[src/rtl/bcd_to_binary_seq.sv]
// bcd_to_binary_seq: converts five BCD digits into a 14-bit binary value
// with reverse double dabble, one shift step per clock, behind a
// start/busy/done handshake. Results above 16383 saturate and flag overflow;
// any digit above 9 aborts the conversion and flags error.
module bcd_to_binary_seq (
    input  logic        clk,
    input  logic        reset,
    input  logic        start,
    input  logic [3:0]  tenThousands,
    input  logic [3:0]  Thousands,
    input  logic [3:0]  Hundreds,
    input  logic [3:0]  Tens,
    input  logic [3:0]  Ones,
    output logic [13:0] binary,
    output logic        busy,
    output logic        done,
    output logic        overflow,
    output logic        error
);

    typedef enum logic [1:0] {
        IDLE,
        CONVERT,
        FINISH
    } state_t;

    localparam int NUM_DIGITS = 5;
    localparam int ACC_W      = 17;
    localparam int REG_W      = ACC_W + 4 * NUM_DIGITS;

    state_t             state_reg;
    state_t             state_next;

    // {bcd digits, accumulator}; bits shift from the digits into the accumulator
    logic [REG_W-1:0]   r_reg;
    logic [4:0]         count_reg;
    logic               invalid_reg;

    logic [13:0]        binary_reg;
    logic               busy_reg;
    logic               done_reg;
    logic               overflow_reg;
    logic               error_reg;

    logic [3:0]         digit_in [NUM_DIGITS];
    logic [NUM_DIGITS-1:0] digit_bad;
    logic               digits_bad;

    logic [REG_W-1:0]   shifted;
    logic [REG_W-1:0]   stepped;
    logic [ACC_W-1:0]   acc;

    assign digit_in[0] = Ones;
    assign digit_in[1] = Tens;
    assign digit_in[2] = Hundreds;
    assign digit_in[3] = Thousands;
    assign digit_in[4] = tenThousands;

    // One reverse double dabble step: shift right, then correct each digit
    // that picked up a half-weight bit (>= 8) by subtracting 3.
    assign shifted = {1'b0, r_reg[REG_W-1:1]};
    assign stepped[ACC_W-1:0] = shifted[ACC_W-1:0];

    genvar gi;
    generate
        for (gi = 0; gi < NUM_DIGITS; gi++) begin : g_digit
            logic [3:0] nib;
            assign nib = shifted[ACC_W + 4*gi +: 4];
            assign stepped[ACC_W + 4*gi +: 4] = (nib >= 4'd8) ? (nib - 4'd3) : nib;
            assign digit_bad[gi] = (digit_in[gi] > 4'd9);
        end
    endgenerate

    assign digits_bad = |digit_bad;
    assign acc        = r_reg[ACC_W-1:0];

    // State register
    always_ff @(posedge clk or posedge reset) begin
        if (reset) begin
            state_reg <= IDLE;
        end else begin
            state_reg <= state_next;
        end
    end

    // Next-state logic; an invalid capture is rejected on its first CONVERT
    // cycle without shifting, so the error result lands one cycle later than
    // the capture and busy never rises for it.
    always_comb begin
        state_next = state_reg;
        unique case (state_reg)
            IDLE: begin
                if (start) begin
                    state_next = CONVERT;
                end
            end
            CONVERT: begin
                if (invalid_reg || (count_reg == 5'd16)) begin
                    state_next = FINISH;
                end
            end
            FINISH: begin
                state_next = IDLE;
            end
            default: begin
                state_next = IDLE;
            end
        endcase
    end

    // Datapath: capture, shift steps, and result/flag update in FINISH
    always_ff @(posedge clk or posedge reset) begin
        if (reset) begin
            r_reg        <= '0;
            count_reg    <= '0;
            invalid_reg  <= 1'b0;
            binary_reg   <= '0;
            busy_reg     <= 1'b0;
            done_reg     <= 1'b0;
            overflow_reg <= 1'b0;
            error_reg    <= 1'b0;
        end else begin
            done_reg <= (state_reg == FINISH);
            busy_reg <= (state_reg == CONVERT) && !invalid_reg;
            unique case (state_reg)
                IDLE: begin
                    if (start) begin
                        r_reg       <= {tenThousands, Thousands, Hundreds, Tens, Ones,
                                        {ACC_W{1'b0}}};
                        count_reg   <= '0;
                        invalid_reg <= digits_bad;
                    end
                end
                CONVERT: begin
                    if (!invalid_reg) begin
                        r_reg     <= stepped;
                        count_reg <= count_reg + 5'd1;
                    end
                end
                FINISH: begin
                    if (invalid_reg) begin
                        binary_reg   <= '0;
                        overflow_reg <= 1'b0;
                        error_reg    <= 1'b1;
                    end else if (acc > 17'd16383) begin
                        binary_reg   <= 14'h3FFF;
                        overflow_reg <= 1'b1;
                        error_reg    <= 1'b0;
                    end else begin
                        binary_reg   <= acc[13:0];
                        overflow_reg <= 1'b0;
                        error_reg    <= 1'b0;
                    end
                end
                default: begin
                    r_reg <= r_reg;
                end
            endcase
        end
    end

    assign binary   = binary_reg;
    assign busy     = busy_reg;
    assign done     = done_reg;
    assign overflow = overflow_reg;
    assign error    = error_reg;

endmodule

[config.mk]
export PLATFORM = sky130hd
export DESIGN_NAME = bcd_to_binary_seq
export DESIGN_NICKNAME = d
export VERILOG_FILES = /design/src/rtl/bcd_to_binary_seq.sv
export SDC_FILE = /design/constraint.sdc
export NUM_CORES = 1
export LEC_CHECK = 0
export ABC_CLOCK_PERIOD_IN_PS = 1900
export BUFFER_PORTS_ARGS = -buffer_cell sky130_fd_sc_hd__buf_4
export CORE_AREA = 3 3 94 96
export DETAILED_ROUTE_END_ITERATION = 7
export DIE_AREA = 0 0 97 99
export SETUP_SLACK_MARGIN = 0.15
export SYNTH_ARGS = -nofsm -noshare
export SYNTH_HDL_FRONTEND = slang
export SYNTH_SLANG_ARGS = --single-unit
[constraint.sdc]
create_clock -name clk -period 1.9 [get_ports clk]
set_input_delay 0.095 -clock clk [delete_from_list [all_inputs] [get_ports clk]]
set_output_delay 0.095 -clock clk [all_outputs]
set_load 0.01 [all_outputs]
### Word level (Yosys, flattened, before mapping)

Cells that the tools add are included.

* register bits: 63
* bits in latches: 0
* memory bits (writable): 0
* ROM bits: 0
* input bits: 23
* output and inout port bits: 18
* logic and storage cells: 60
* memories: 0

* add/subtract/negate cells: 6
* $mul: 0
* divide/modulo/power cells: 0
* magnitude comparators: 11
* equality and inequality tests: 6
* shifts and indexed selects: 0
* multiplexer cells: 19
* bitwise operators: 0
* reductions and logical operators: 9

Operators by type and width (count)
* 2-to-1 mux 37 bit: 2
* case mux 37 bit (2 select lines): 1
* 2-to-1 mux 14 bit: 2
* > comparator 4 bit, second input constant: 5
* 2-to-1 mux 4 bit: 5
* > comparator 17 x 14 -> 1 bit, second input constant: 1
* greater-or-equal comparator 4 bit, second input constant: 4
* subtractor 4 x 2 -> 4 bit, second input constant: 4
* 2-to-1 mux 5 bit: 2
* case mux 5 bit (2 select lines): 1
* inequality test 2 bit, second input constant: 3
* adder 5 x 1 -> 5 bit, second input constant: 1
* equality test 5 bit, second input constant: 1
* OR reduction 5 bit: 1
* greater-or-equal comparator 3 x 4 -> 1 bit, second input constant: 1
* 2-to-1 mux 2 bit: 2
* case mux 2 bit (2 select lines): 1
* AND reduction 2 bit: 2
* subtractor 3 x 2 -> 4 bit, second input constant: 1
* 2-to-1 mux 1 bit: 3
* AND reduction 3 bit: 1
* equality test 2 x 1 -> 1 bit, second input constant: 1
* equality test 2 bit, second input constant: 1
* logical NOT 2 bit: 1
* other kinds (4): 4

### Longest topological paths before layout

Gate-level depths: netlist (run 1).

* depth after elaboration: 4
* gate-level depth with buffers: 6
* mapped depth without buffers: 6

### Worst setup path after synthesis (run 1)

OpenSTA, ideal clock, no wires.

* kind: reg2reg
* from: register state_reg[1]
* to: register r_reg[30]
* library setup time: 126 ps
* arrival time: 1415 ps
* data required time: 1774 ps
* setup slack: 359 ps
* stages on the path, launching flop included: 6
* path buffers: 2
* clock period less this slack: 1541 ps
* cells stage by stage: dfrtp_1 -> buf_4 -> nor3b_4 -> nor2_2 -> buf_2 -> a221o_1

* word-level cells in the longest chain between the ends: 3
* elaborated cells on any way between the ends: 7
* classes of those cells: eq/ne (3); mux (1); reduce/logical (3)

Ends and longest elaborated chain
* from (decl): RTL line 31 `state_t state_reg;`
* from (signal assigned): RTL line 82 `state_reg <= state_next;`
* equality test 2 x 1 -> 1 bit / logical NOT 2 bit (equally long branches): RTL line 125 `unique case (state_reg)`
* inequality test 2 bit (no source line) / nonzero test 2 bit (equally long branches)
* AND reduction 3 bit (no source line)
* to (signal assigned): RTL line 128 `r_reg <= {tenThousands, Thousands, Hundreds, Tens, Ones,`
* to (signal assigned): RTL line 136 `r_reg <= stepped;`
* to (signal assigned): RTL line 156 `r_reg <= r_reg;`
* to (decl): RTL line 35 `logic [REG_W-1:0] r_reg;`

Several ways; a longest one is shown, not always the timed one.
A chain may end at the register's enable or synchronous reset.

### Worst setup path after layout (run 1)

* from: register state_reg[1]
* to: register binary_reg[12] (netlist: binary[12])

* word-level cells in the longest chain between the ends: 1

Ends and longest elaborated chain
* equality test 2 bit: RTL line 125
* to (signal assigned): RTL line 150 `binary_reg <= acc[13:0];`
* to (decl): RTL line 39 `logic [13:0] binary_reg;`

No other way between the ends.

==> impl_summary.txt, run 1 <==
----------------------------------------------------
[Status]
  Result of the run ... finished, final reports clean

[Cells and area]
  Area occupied by multi-input gates ... 0.00121 mm^2
  Ant. Diodes ... 0
  Synthesis-to-finish area growth ... 26.0%
  Flip-flop count of the largest register, all copies and words added ... 37
  Fraction of final layout cells sized beyond drive strength 1 ... 0.201
  Storage element area ... 0.00158 mm^2
  Nets@finish ... 391
  Filler cell count ... 769

[Global route]
  Total global routing overflow ... 0
  Global-route total usage across every layer ... 0.139
  Number of global-route vias before repair ... 2276
  Antenna violations before repair ... 0
  Largest net degree at the start of global routing ... 64
  Wire length of the first global-routing pass ... 10800 um

[Worst setup path]
  R2r worst-path depth ... 3
  Nature of the critical path startpoint ... register
  Last element of the critical path ... binary[12]
  Startpoint of the worst register-to-register path ... state_reg[1]
  WP data arrival ... 1.81 ns
  Critical path data required time ... 2.11 ns
  Category of the critical setup timing path ... register to register
  FF-to-FF setup slack ... 0.31 ns
  Startpoint of the worst setup timing path ... state_reg[1]
  Critical path capture point type ... register
  Largest fanout on the critical path ... 15
  Capture instance of the worst register-to-register path ... binary[12]

[Placed design]
  Port-buffer cells ... 40
  Minimum setup slack after placement ... 0.320 ns
  Half-perimeter wire length after detailed placement ... 4290 um
  Routability Congestion ... 0.758

[CTS]
  Number of buffers between clock root and the deepest sink ... 2
  Post-CTS Setup Inserts ... 0
  Clk Latency, worst-skew pair ... 0.33 ns
  CTS tree ... yes
  Number of levels the H-tree was split into ... 3
  Clock edge transition at the registers on the reported setup and hold paths ... 0.07 ns
  Clock buffers created by TritonCTS ... 9
  Clk root buf ... sky130_fd_sc_hd__clkbuf_8
  Sinks on the clock net ... 63

[Timing]
  Worst slew slack as a fraction of its limit ... 0.718
  Crit share post-route ... 0.837
  Slew at the pin closest to its max-slew limit ... 0.423 ns
  Worst clock skew ... 0.00449 ns
  Setup TNS Final ... 0 ns
  Pins Over Slew Limit ... 0
  Unrepaired setup endpoints after global routing ... false
  Final hold viol count ... 0
  Post-layout min period ... 1.59 ns
  Final WS setup ... 0.309 ns
  Max Clk Rate ... 629 MHz
  Final setup violating endpoints ... 0

[Synth]
  Number of enable flip-flop cells after synthesis ... 0
  Post-synth ARST share ... 1.00
  Seq cells post-synth ... 63
  Proportion of synthesized chip area in sequential cells ... 0.533
  Number of warning messages in the yosys log ... 0
  Area of the mapped netlist ... 0.00296 mm^2
  Predominant post-synthesis flop cell ... sky130_fd_sc_hd__dfrtp_1
  Post-synth cell types ... 33
  Gate count of the mapped netlist ... 307
  Mean instance size in the synthesized netlist ... 9.64 um^2
  Syn nets ... 340

[Route]
  TritonRoute pass-1 iters ... 4
  Average detailed-routed wire length per instance ... 13.4 um
  Detailed-route wire length ... 6260 um
  Iteration-0 DRC count of the detailed router ... 99
  Average vias per placed instance ... 4.86
  Antenna viol nets, final ... 0
  Number of vias in the routed layout ... 2273
  Drt drc ... 0

[Floorplan]
  Die height ... 99 um
  Die Outline Area ... 0.00960 mm^2
  Width of the die ... 97 um
  Number of rows in the core area ... 33
  Number of placed I/O pins ... 41
  Core region area ... 0.00813 mm^2
  Starting utilization of the core area ... 0.364

[Pwr]
  Leak ... 1.71 nW
  Largest vdd supply drop ... 0.561 mV
  P per Cell Area ... 1360 mW/mm^2

[Worst hold path]
  Type of the tightest min-delay check ... input port to register

[Flow run]
  Max-capacitance violation count ... 0

----------------------------------------------------
[area by class of cell]
type	count	share of cell area
inverters	27	0.0272
well taps	105	0.0352
multi-input cells	200	0.324
repair buffers	57	0.121
clock buffers	10	0.0342
clock inverters	6	0.0356
flip-flops and latches	63	0.423
[Yosys cell counts (all sizes together), types with 5 or more instances]
master / n / area [um^2]
a21oi: 14 / 70.1
a31oi: 6 / 37.5
buf: 5 / 27.5
clkbuf: 12 / 45.0
dfrtp: 63 / 1580
ha: 10 / 125
inv: 27 / 101
nand2: 53 / 199
nor2: 19 / 73.8
nor2b: 5 / 31.3
o21ai: 32 / 160
o311ai: 14 / 123
xnor2: 8 / 70.1
[routing by layer]
metal,global-route usage,up-vias,wire length (um)
met4,0.0356,0,76
li1,-,1144,-
met3,0.0432,8,383
met1,0.183,1070,3000
met5,0,-,0
met2,0.222,51,2800
[what timing repair did]
item                                   CTS  global route
hold buffers                             4             0
endpoints found under the hold margin   66             0
gates resized for setup                  0             0
[worst max-delay path: stages (launching register included)]
cell and delay [ns]:
sky130_fd_sc_hd__dfrtp_1 0.57, sky130_fd_sc_hd__nand2b_1 0.14, sky130_fd_sc_hd__or3_1 0.57, sky130_fd_sc_hd__o311ai_0 0.20
[layout by cell type (no fill, tap or decap), types with 5 or more instances in the layout]
master                      n
sky130_fd_sc_hd__o311ai_0  14
sky130_fd_sc_hd__a31oi_1    6
sky130_fd_sc_hd__dfrtp_1   63
sky130_fd_sc_hd__a21oi_1   14
sky130_fd_sc_hd__inv_1     26
sky130_fd_sc_hd__nor2_1    18
sky130_fd_sc_hd__o21ai_0   32
sky130_fd_sc_hd__buf_4     52
sky130_fd_sc_hd__clkbuf_8   9
sky130_fd_sc_hd__nand2_1   53
sky130_fd_sc_hd__nor2b_1    5
sky130_fd_sc_hd__ha_1      10
sky130_fd_sc_hd__xnor2_1    8
[worst min path at each step]
stage | startpoint | to | cells after the start
finish | tenThousands[0] | r_reg[33] | 3
global route | tenThousands[0] | r_reg[33] | 3
CTS | tenThousands[0] | r_reg[33] | 3
detailed placement | reset | busy | 3
global placement | reset | busy | 3
floorplan | Hundreds[3] | r_reg[28] | 2
[cells by family after synthesis]
kind of cell	Yosys count	synth area share
AOI/OAI and AO/OA	82	0.177
xor gates and xnor gates	10	0.0296
adders and majority gates	10	0.0423
buffers and inverters	44	0.0588
DFF	63	0.533
muxes	5	0.0173
and+or+nand+nor	93	0.142
[where the power goes]
part | internal [W] | switching, W | leakage, nW
clock | 0.00100 | 0.000502 | 0.126
sequential | 0.00165 | 0.000305 | 0.825
combinational | 0.000726 | 0.000883 | 0.756
[through the flow]
step	power [W]	hold WS [ns]	util	cells	instance area, um^2
2_1_floorplan	0.00304	0.208	-	307	2960
3_3_place_gp	0.00355	0.200	0.421	448	3430
3_5_place_dp	0.00359	0.206	0.421	448	3430
4_1_cts	0.00514	0.00535	0.458	468	3730
5_1_grt	0.00545	0.0247	0.458	468	3730
6_report	0.00506	0.0267	0.458	468	3730
Note: power is estimated with default switching activity, not from simulation.
==> run 2, diff against run 1 <==
--- a/config.mk
+++ b/config.mk
@@ -5,7 +5,7 @@
 export SDC_FILE = /design/constraint.sdc
 export NUM_CORES = 1
 export LEC_CHECK = 0
-export ABC_CLOCK_PERIOD_IN_PS = 1900
+export ABC_CLOCK_PERIOD_IN_PS = 1300
 export BUFFER_PORTS_ARGS = -buffer_cell sky130_fd_sc_hd__buf_4
 export CORE_AREA = 3 3 94 96
 export DETAILED_ROUTE_END_ITERATION = 7
==> constraint.sdc (replaced) <==
create_clock -name clk -period 1.3 [get_ports clk]
set_input_delay 0.065 -clock clk [delete_from_list [all_inputs] [get_ports clk]]
set_output_delay 0.065 -clock clk [all_outputs]
set_load 0.01 [all_outputs]
==> impl_summary.txt, run 2 (same netlist as run 1, synthesis figures left out) <==
----------------------------------------------------
[Status]
  Result of the run ... finished with violations (was finished, final reports clean)
  Failing checks ... negative setup slack

[Pwr]
  P per Cell Area ... 1860 mW/mm^2 (was 1360 mW/mm^2)
  Largest vdd supply drop ... 0.976 mV (was 0.561 mV)
  Leak ... 2.23 nW (was 1.71 nW)

[Placed design]
  Port-buffer cells ... 40 (unchanged)
  Post-placement cell area ... 0.00361 mm^2 (was 0.00343 mm^2)
  Routability Congestion ... 0.756 (was 0.758)
  Half-perimeter wire length after detailed placement ... 4510 um (was 4290 um)
  Minimum setup slack after placement ... -0.105 ns (was 0.320 ns)

[Floorplan]
  Number of rows in the core area ... 33 (unchanged)
  Die height ... 99 um (unchanged)
  Core region area ... 0.00813 mm^2 (unchanged)
  Number of placed I/O pins ... 41 (unchanged)
  Die Outline Area ... 0.00960 mm^2 (unchanged)
  Starting utilization of the core area ... 0.364 (unchanged)
  Width of the die ... 97 um (unchanged)

[Worst setup path]
  Largest fanout on the critical path ... 6 (was 15)
  Nature of the critical path startpoint ... register (unchanged)
  Category of the critical setup timing path ... register to register (unchanged)
  Critical path capture point type ... register (unchanged)
  Critical path data required time ... 1.58 ns (was 2.11 ns)
  WP data arrival ... 1.70 ns (was 1.81 ns)

[Global route]
  Wire length of the first global-routing pass ... 12000 um (was 10800 um)
  Global-route total usage across every layer ... 0.157 (was 0.139)
  Largest net degree at the start of global routing ... 30 (was 64)
  Number of global-route vias before repair ... 2508 (was 2276)
  Antenna violations before repair ... 0 (unchanged)
  Total global routing overflow ... 0 (unchanged)

[Cells and area]
  Fraction of final layout cells sized beyond drive strength 1 ... 0.358 (was 0.201)
  Flip-flop count of the largest register, all copies and words added ... 37 (unchanged)
  Filler cell count ... 724 (was 769)
  Commonest non-fill, non-tap cell in the layout ... sky130_fd_sc_hd__buf_4 (was sky130_fd_sc_hd__dfrtp_1)
  Ant. Diodes ... 0 (unchanged)
  Synthesis-to-finish area growth ... 49.0% (was 26.0%)
  Nets@finish ... 436 (was 391)
  Cell area after layout ... 0.00441 mm^2 (was 0.00373 mm^2)
  Commonest non-fill, non-tap cells in the layout ... 68 x sky130_fd_sc_hd__buf_4, 60 x sky130_fd_sc_hd__dfrtp_1, 49 x sky130_fd_sc_hd__nand2_1, 26 x sky130_fd_sc_hd__inv_1, 26 x sky130_fd_sc_hd__o21ai_0 (was 63 x sky130_fd_sc_hd__dfrtp_1, 53 x sky130_fd_sc_hd__nand2_1, 52 x sky130_fd_sc_hd__buf_4, 32 x sky130_fd_sc_hd__o21ai_0, 26 x sky130_fd_sc_hd__inv_1)

[Timing]
  Fin Hold WS ... 0.0199 ns (was 0.0267 ns)
  Unrepaired setup endpoints after global routing ... true (was false)
  Setup TNS Final ... -1.96 ns (was 0 ns)
  Worst slew slack as a fraction of its limit ... 0.704 (was 0.718)
  Final WS setup ... -0.118 ns (was 0.309 ns)
  Slew at the pin closest to its max-slew limit ... 0.444 ns (was 0.423 ns)
  Final setup violating endpoints ... 48 (was 0)
  Worst clock skew ... 0.00962 ns (was 0.00449 ns)
  Max Clk Rate ... 705 MHz (was 629 MHz)
  Crit share post-route ... 1.09 (was 0.837)
  Post-layout min period ... 1.42 ns (was 1.59 ns)
  Final hold viol count ... 0 (unchanged)
  Pins Over Slew Limit ... 0 (unchanged)

[CTS]
  Clk root buf ... sky130_fd_sc_hd__clkbuf_8 (unchanged)
  Clk Latency, worst-skew pair ... 0.34 ns (was 0.33 ns)
  Clock buffers created by TritonCTS ... 9 (unchanged)
  Number of levels the H-tree was split into ... 3 (unchanged)
  Sinks on the clock net ... 63 (unchanged)
  CTS tree ... yes (unchanged)
  Number of buffers between clock root and the deepest sink ... 2 (unchanged)
  Clock edge transition at the registers on the reported setup and hold paths ... 0.08 ns (was 0.07 ns)

[Route]
  Average vias per placed instance ... 4.95 (was 4.86)
  Average detailed-routed wire length per instance ... 14.3 um (was 13.4 um)
  Drt drc ... 0 (unchanged)
  Number of vias in the routed layout ... 2539 (was 2273)
  Antenna viol nets, final ... 0 (unchanged)
  Detailed-route wire length ... 7350 um (was 6260 um)
  TritonRoute pass-1 iters ... 4 (unchanged)
  Iteration-0 DRC count of the detailed router ... 91 (was 99)

[Worst hold path]
  Type of the tightest min-delay check ... input port to register (unchanged)

[Flow run]
  Max-capacitance violation count ... 0 (unchanged)

----------------------------------------------------
==> run 2: cell types whose count changed in the layout (fill, tap and decap cells not counted), sizes merged, moves of 3 or more <==
cell / previous run / this run
buf: 53 / 84
bufinv: 4 / 1
clkinv: 1 / 4
dlygate4sd3: 4 / 15
==> run 2: area by class of cell <==
class / count / area, um^2 / share of cell area
well taps: 105 / 131 / 0.0298
clock inverters: 6 / 61.3 / 0.0139
multi-input cells: 202 / 1520 / 0.345
clock buffers: 10 / 128 / 0.0290
repair buffers: 100 / 882 / 0.200
inverters: 27 / 105 / 0.0238
flip-flops and latches: 63 / 1580 / 0.359
==> run 2: timing repair <==
action / CTS / global route
hold buffers: 15 / 0
setup endpoints to repair: 61 / 61
hold endpoints to repair: 30 / 0
pin swaps: 4 / 16
resized for setup: 35 / 50
cloned: 6 / 0
setup buffers: 4 / 6
==> run 2: layer usage <==
metal  GRT usage  share of wire
met5           0              0
met2       0.254           0.48
met3      0.0552          0.050
met1       0.196           0.46
met4      0.0518          0.011
==> run 2: path summary, 6_finish.rpt <==
path	slack [ns]	start	depth (start not counted)	endpoint
worst max-delay path	-0.12	state_reg[1]	4	count_reg[4]
worst max register to register	-0.12	state_reg[1]	4	count_reg[4]
min in group asynchronous	0.29	reset	3	binary[12]
worst min-delay path	0.02	Hundreds[1]	3	r_reg[26]
max in group asynchronous	0.51	reset	4	state_reg[1]
worst min register to register	0.48	r_reg[13]	2	r_reg[12]
==> run 2: metrics by stage <==
stage          std cells  utilization  power, W
2_1_floorplan        307            -   0.00453
3_3_place_gp         466        0.443   0.00550
3_5_place_dp         466        0.443   0.00555
4_1_cts              507        0.507   0.00783
5_1_grt              513        0.542   0.00874
6_report             513        0.542   0.00819
==> run 2: power by group <==
part	switching (W)	leakage [nW]	internal (W)
Clock	0.000788	0.0960	0.000879
Combinational	0.00184	1.32	0.00186
Sequential	0.000414	0.822	0.00241
Total	0.00305	2.23	0.00515
==> run 2: critical path, cell delays in order, from the launching register on <==
cell and delay [ns]:
sky130_fd_sc_hd__dfrtp_2 0.47, sky130_fd_sc_hd__nor3b_4 0.31, sky130_fd_sc_hd__nor2_4 0.10, sky130_fd_sc_hd__or3_4 0.34, sky130_fd_sc_hd__a21oi_2 0.12
==> run 3, diff against run 2 <==
==> config.mk (replaced) <==
export PLATFORM = sky130hd
export DESIGN_NAME = bcd_to_binary_seq
export DESIGN_NICKNAME = d
export VERILOG_FILES = /design/src/rtl/bcd_to_binary_seq.sv
export SDC_FILE = /design/constraint.sdc
export NUM_CORES = 1
export LEC_CHECK = 0
export ABC_CLOCK_PERIOD_IN_PS = 1800
export BUFFER_PORTS_ARGS = -buffer_cell sky130_fd_sc_hd__buf_2
export CORE_AREA = 2 2 93 95
export DETAILED_ROUTE_END_ITERATION = 7
export DIE_AREA = 0 0 95 97
export SETUP_SLACK_MARGIN = 0.15
export SYNTH_ARGS = -nofsm -noshare
export SYNTH_HDL_FRONTEND = slang
export SYNTH_SLANG_ARGS = --single-unit
==> constraint.sdc (replaced) <==
create_clock -name clk -period 1.8 [get_ports clk]
set_input_delay 0.09 -clock clk [delete_from_list [all_inputs] [get_ports clk]]
set_output_delay 0.09 -clock clk [all_outputs]
set_load 0.01 [all_outputs]
==> impl_summary.txt, run 3 (same netlist as run 1, synthesis figures left out) <==
----------------------------------------------------
[Status]
  Result of the run ... finished, final reports clean (was finished with violations)

[Worst setup path]
  Cell Chain, Critical Path ... nor3b_4 -> buf_4 -> nand4_1 -> xor2_1 -> nor2_1 (was nor3b_4 -> nor2_4 -> or3_4 -> a21oi_2)
  Maximum single-stage delay on the critical path ... 0.49 ns (was 0.47 ns)
  Startpoint of the worst register-to-register path ... state_reg[1] (unchanged)
  Capture instance of the worst register-to-register path ... count_reg[3] (was count_reg[4])
  Buffer and inverter count on the worst path ... 1 (was 0)
  Nature of the critical path startpoint ... register (unchanged)
  CP delay by family, top ... simple AND/OR/NAND/NOR gates (unchanged)
  WP data arrival ... 1.78 ns (was 1.70 ns)
  Category of the critical setup timing path ... register to register (unchanged)
  Crit-path slowest cell ... sky130_fd_sc_hd__dfrtp_2 (unchanged)
  Critical path data required time ... 2.08 ns (was 1.58 ns)
  Largest fanout on the critical path ... 24 (was 6)
  FF-to-FF setup slack ... 0.30 ns (was -0.12 ns)
  Critical path capture point type ... register (unchanged)
  R2r worst-path depth ... 5 (was 4)

[Route]
  Detailed-route wire length ... 6190 um (was 7350 um)
  Drt drc ... 0 (unchanged)
  Iteration-0 DRC count of the detailed router ... 89 (was 91)
  Number of vias in the routed layout ... 2277 (was 2539)
  Average detailed-routed wire length per instance ... 13.1 um (was 14.3 um)
  TritonRoute pass-1 iters ... 4 (unchanged)
  Antenna viol nets, final ... 0 (unchanged)
  Average vias per placed instance ... 4.82 (was 4.95)

[Timing]
  Max Clk Rate ... 666 MHz (was 705 MHz)
  Final hold viol count ... 0 (unchanged)
  Worst clock skew ... 0.0108 ns (was 0.00962 ns)
  Slew at the pin closest to its max-slew limit ... 0.498 ns (was 0.444 ns)
  Unrepaired setup endpoints after global routing ... false (was true)
  Crit share post-route ... 0.834 (was 1.09)
  Pins Over Slew Limit ... 0 (unchanged)
  Setup TNS Final ... 0 ns (was -1.96 ns)
  Post-layout min period ... 1.50 ns (was 1.42 ns)
  Final setup violating endpoints ... 0 (was 48)
  Worst slew slack as a fraction of its limit ... 0.668 (was 0.704)

[Floorplan]
  Starting utilization of the core area ... 0.364 (unchanged)
  Number of placed I/O pins ... 41 (unchanged)
  Width of the die ... 95 um (was 97 um)
  Core region area ... 0.00813 mm^2 (unchanged)
  Die Outline Area ... 0.00922 mm^2 (was 0.00960 mm^2)
  Die height ... 97 um (was 99 um)
  Number of rows in the core area ... 33 (unchanged)

[Worst hold path]
  End of the worst hold path ... r_reg[32] (was r_reg[26])
  Source of the worst hold timing path ... Thousands[3] (was Hundreds[1])
  Worst hold stages ... 3 (unchanged)
  Type of the tightest min-delay check ... input port to register (unchanged)

[Global route]
  Antenna violations before repair ... 0 (unchanged)
  Largest net degree at the start of global routing ... 41 (was 30)
  Number of global-route vias before repair ... 2266 (was 2508)
  Global-route total usage across every layer ... 0.150 (was 0.157)
  Wire length of the first global-routing pass ... 10800 um (was 12000 um)
  Total global routing overflow ... 0 (unchanged)

[CTS]
  Sinks on the clock net ... 63 (unchanged)
  Clk root buf ... sky130_fd_sc_hd__clkbuf_8 (unchanged)
  Clock buffers created by TritonCTS ... 9 (unchanged)
  Clock edge transition at the registers on the reported setup and hold paths ... 0.08 ns (about the same)
  Post-CTS Setup Inserts ... 0 (was 4)
  Number of levels the H-tree was split into ... 3 (unchanged)
  Number of buffers between clock root and the deepest sink ... 2 (unchanged)
  CTS tree ... yes (unchanged)
  Clk Latency, worst-skew pair ... 0.35 ns (was 0.34 ns)

[Cells and area]
  Fraction of final layout cells sized beyond drive strength 1 ... 0.207 (was 0.358)
  Nets@finish ... 395 (was 436)
  Commonest non-fill, non-tap cell in the layout ... sky130_fd_sc_hd__dfrtp_1 (was sky130_fd_sc_hd__buf_4)
  Filler cell count ... 787 (was 724)
  Ant. Diodes ... 0 (unchanged)
  Commonest non-fill, non-tap cells in the layout ... 62 x sky130_fd_sc_hd__dfrtp_1, 53 x sky130_fd_sc_hd__nand2_1, 40 x sky130_fd_sc_hd__buf_2, 32 x sky130_fd_sc_hd__o21ai_0, 26 x sky130_fd_sc_hd__inv_1 (was 68 x sky130_fd_sc_hd__buf_4, 60 x sky130_fd_sc_hd__dfrtp_1, 49 x sky130_fd_sc_hd__nand2_1, 26 x sky130_fd_sc_hd__inv_1, 26 x sky130_fd_sc_hd__o21ai_0)
  Synthesis-to-finish area growth ... 23.0% (was 49.0%)
  Area occupied by multi-input gates ... 0.00122 mm^2 (was 0.00152 mm^2)
  Post-layout util ... 0.448 (was 0.542)
  Flip-flop count of the largest register, all copies and words added ... 37 (unchanged)
  Layout Cells excl Fill ... 472 (was 513)
  Storage element area ... 0.00158 mm^2 (about the same)

[Placed design]
  Placed insts ... 448 (was 466)
  Half-perimeter wire length after detailed placement ... 4290 um (was 4510 um)
  Routability Congestion ... 0.753 (was 0.756)
  Port-buffer cells ... 40 (unchanged)

[Flow run]
  Max-capacitance violation count ... 0 (unchanged)

[Pwr]
  Leak ... 1.68 nW (was 2.23 nW)
  P per Cell Area ... 1400 mW/mm^2 (was 1860 mW/mm^2)
  Largest vdd supply drop ... 0.585 mV (was 0.976 mV)

----------------------------------------------------
-- run 3: tightest hold or removal path, cell delays in order --
cell and delay (ns):
sky130_fd_sc_hd__buf_2 0.10, sky130_fd_sc_hd__nand2_1 0.05, sky130_fd_sc_hd__a31oi_1 0.08
-- run 3: layer usage --
layer,track usage,part of all wire,up-vias
met5,0,0,-
met1,0.210,0.50,1079
li1,-,-,1148
met3,0.0421,0.041,7
met4,0.0535,0.012,0
met2,0.221,0.45,43
-- run 3: where the power goes --
group | internal [W] | total [W] | switching (W)
Sequential | 0.00174 | 0.00206 | 0.000321
Clock | 0.000824 | 0.00142 | 0.000593
Combinational | 0.000721 | 0.00164 | 0.000918
Total | 0.00328 | 0.00511 | 0.00183
-- run 3: worst max-delay path by stage --
stage | to | depth (start not counted) | start | slack [ns]
global route | count_reg[3] | 5 | state_reg[1] | 0.17
floorplan | r_reg[30] | 5 | state_reg[1] | 0.26
detailed placement | binary[4] | 3 | state_reg[1] | 0.21
CTS | binary[8] | 3 | state_reg[1] | 0.19
finish | count_reg[3] | 5 | state_reg[1] | 0.30
global placement | binary[12] | 3 | state_reg[1] | 0.26
-- run 3: through the flow --
step / hold slack, ns / setup slack, ns / instance area (um^2) / power [W]
3_5_place_dp: 0.201 / 0.214 / 3320 / 0.00371
5_1_grt: 0.0210 / 0.170 / 3640 / 0.00551
6_report: 0.0195 / 0.299 / 3640 / 0.00511
3_3_place_gp: 0.198 / 0.262 / 3320 / 0.00368
4_1_cts: 0.00665 / 0.193 / 3630 / 0.00517
2_1_floorplan: 0.203 / 0.259 / 2960 / 0.00321
-- run 3: what timing repair did --
item,in CTS,in global routing
hold buffers,8,0
hold endpoints to repair,70,0
setup endpoints to repair,0,20
gates resized for setup,0,3
-- run 3: layout make-up --
type                            instances  area share
Inverter                               27      0.0289
Sequential cell                        63       0.433
Tap cell                              105      0.0361
Multi-Input combinational cell        200       0.335
Timing Repair Buffer                   61       0.104
Clock inverter                          6      0.0254
Clock buffer                           10      0.0378
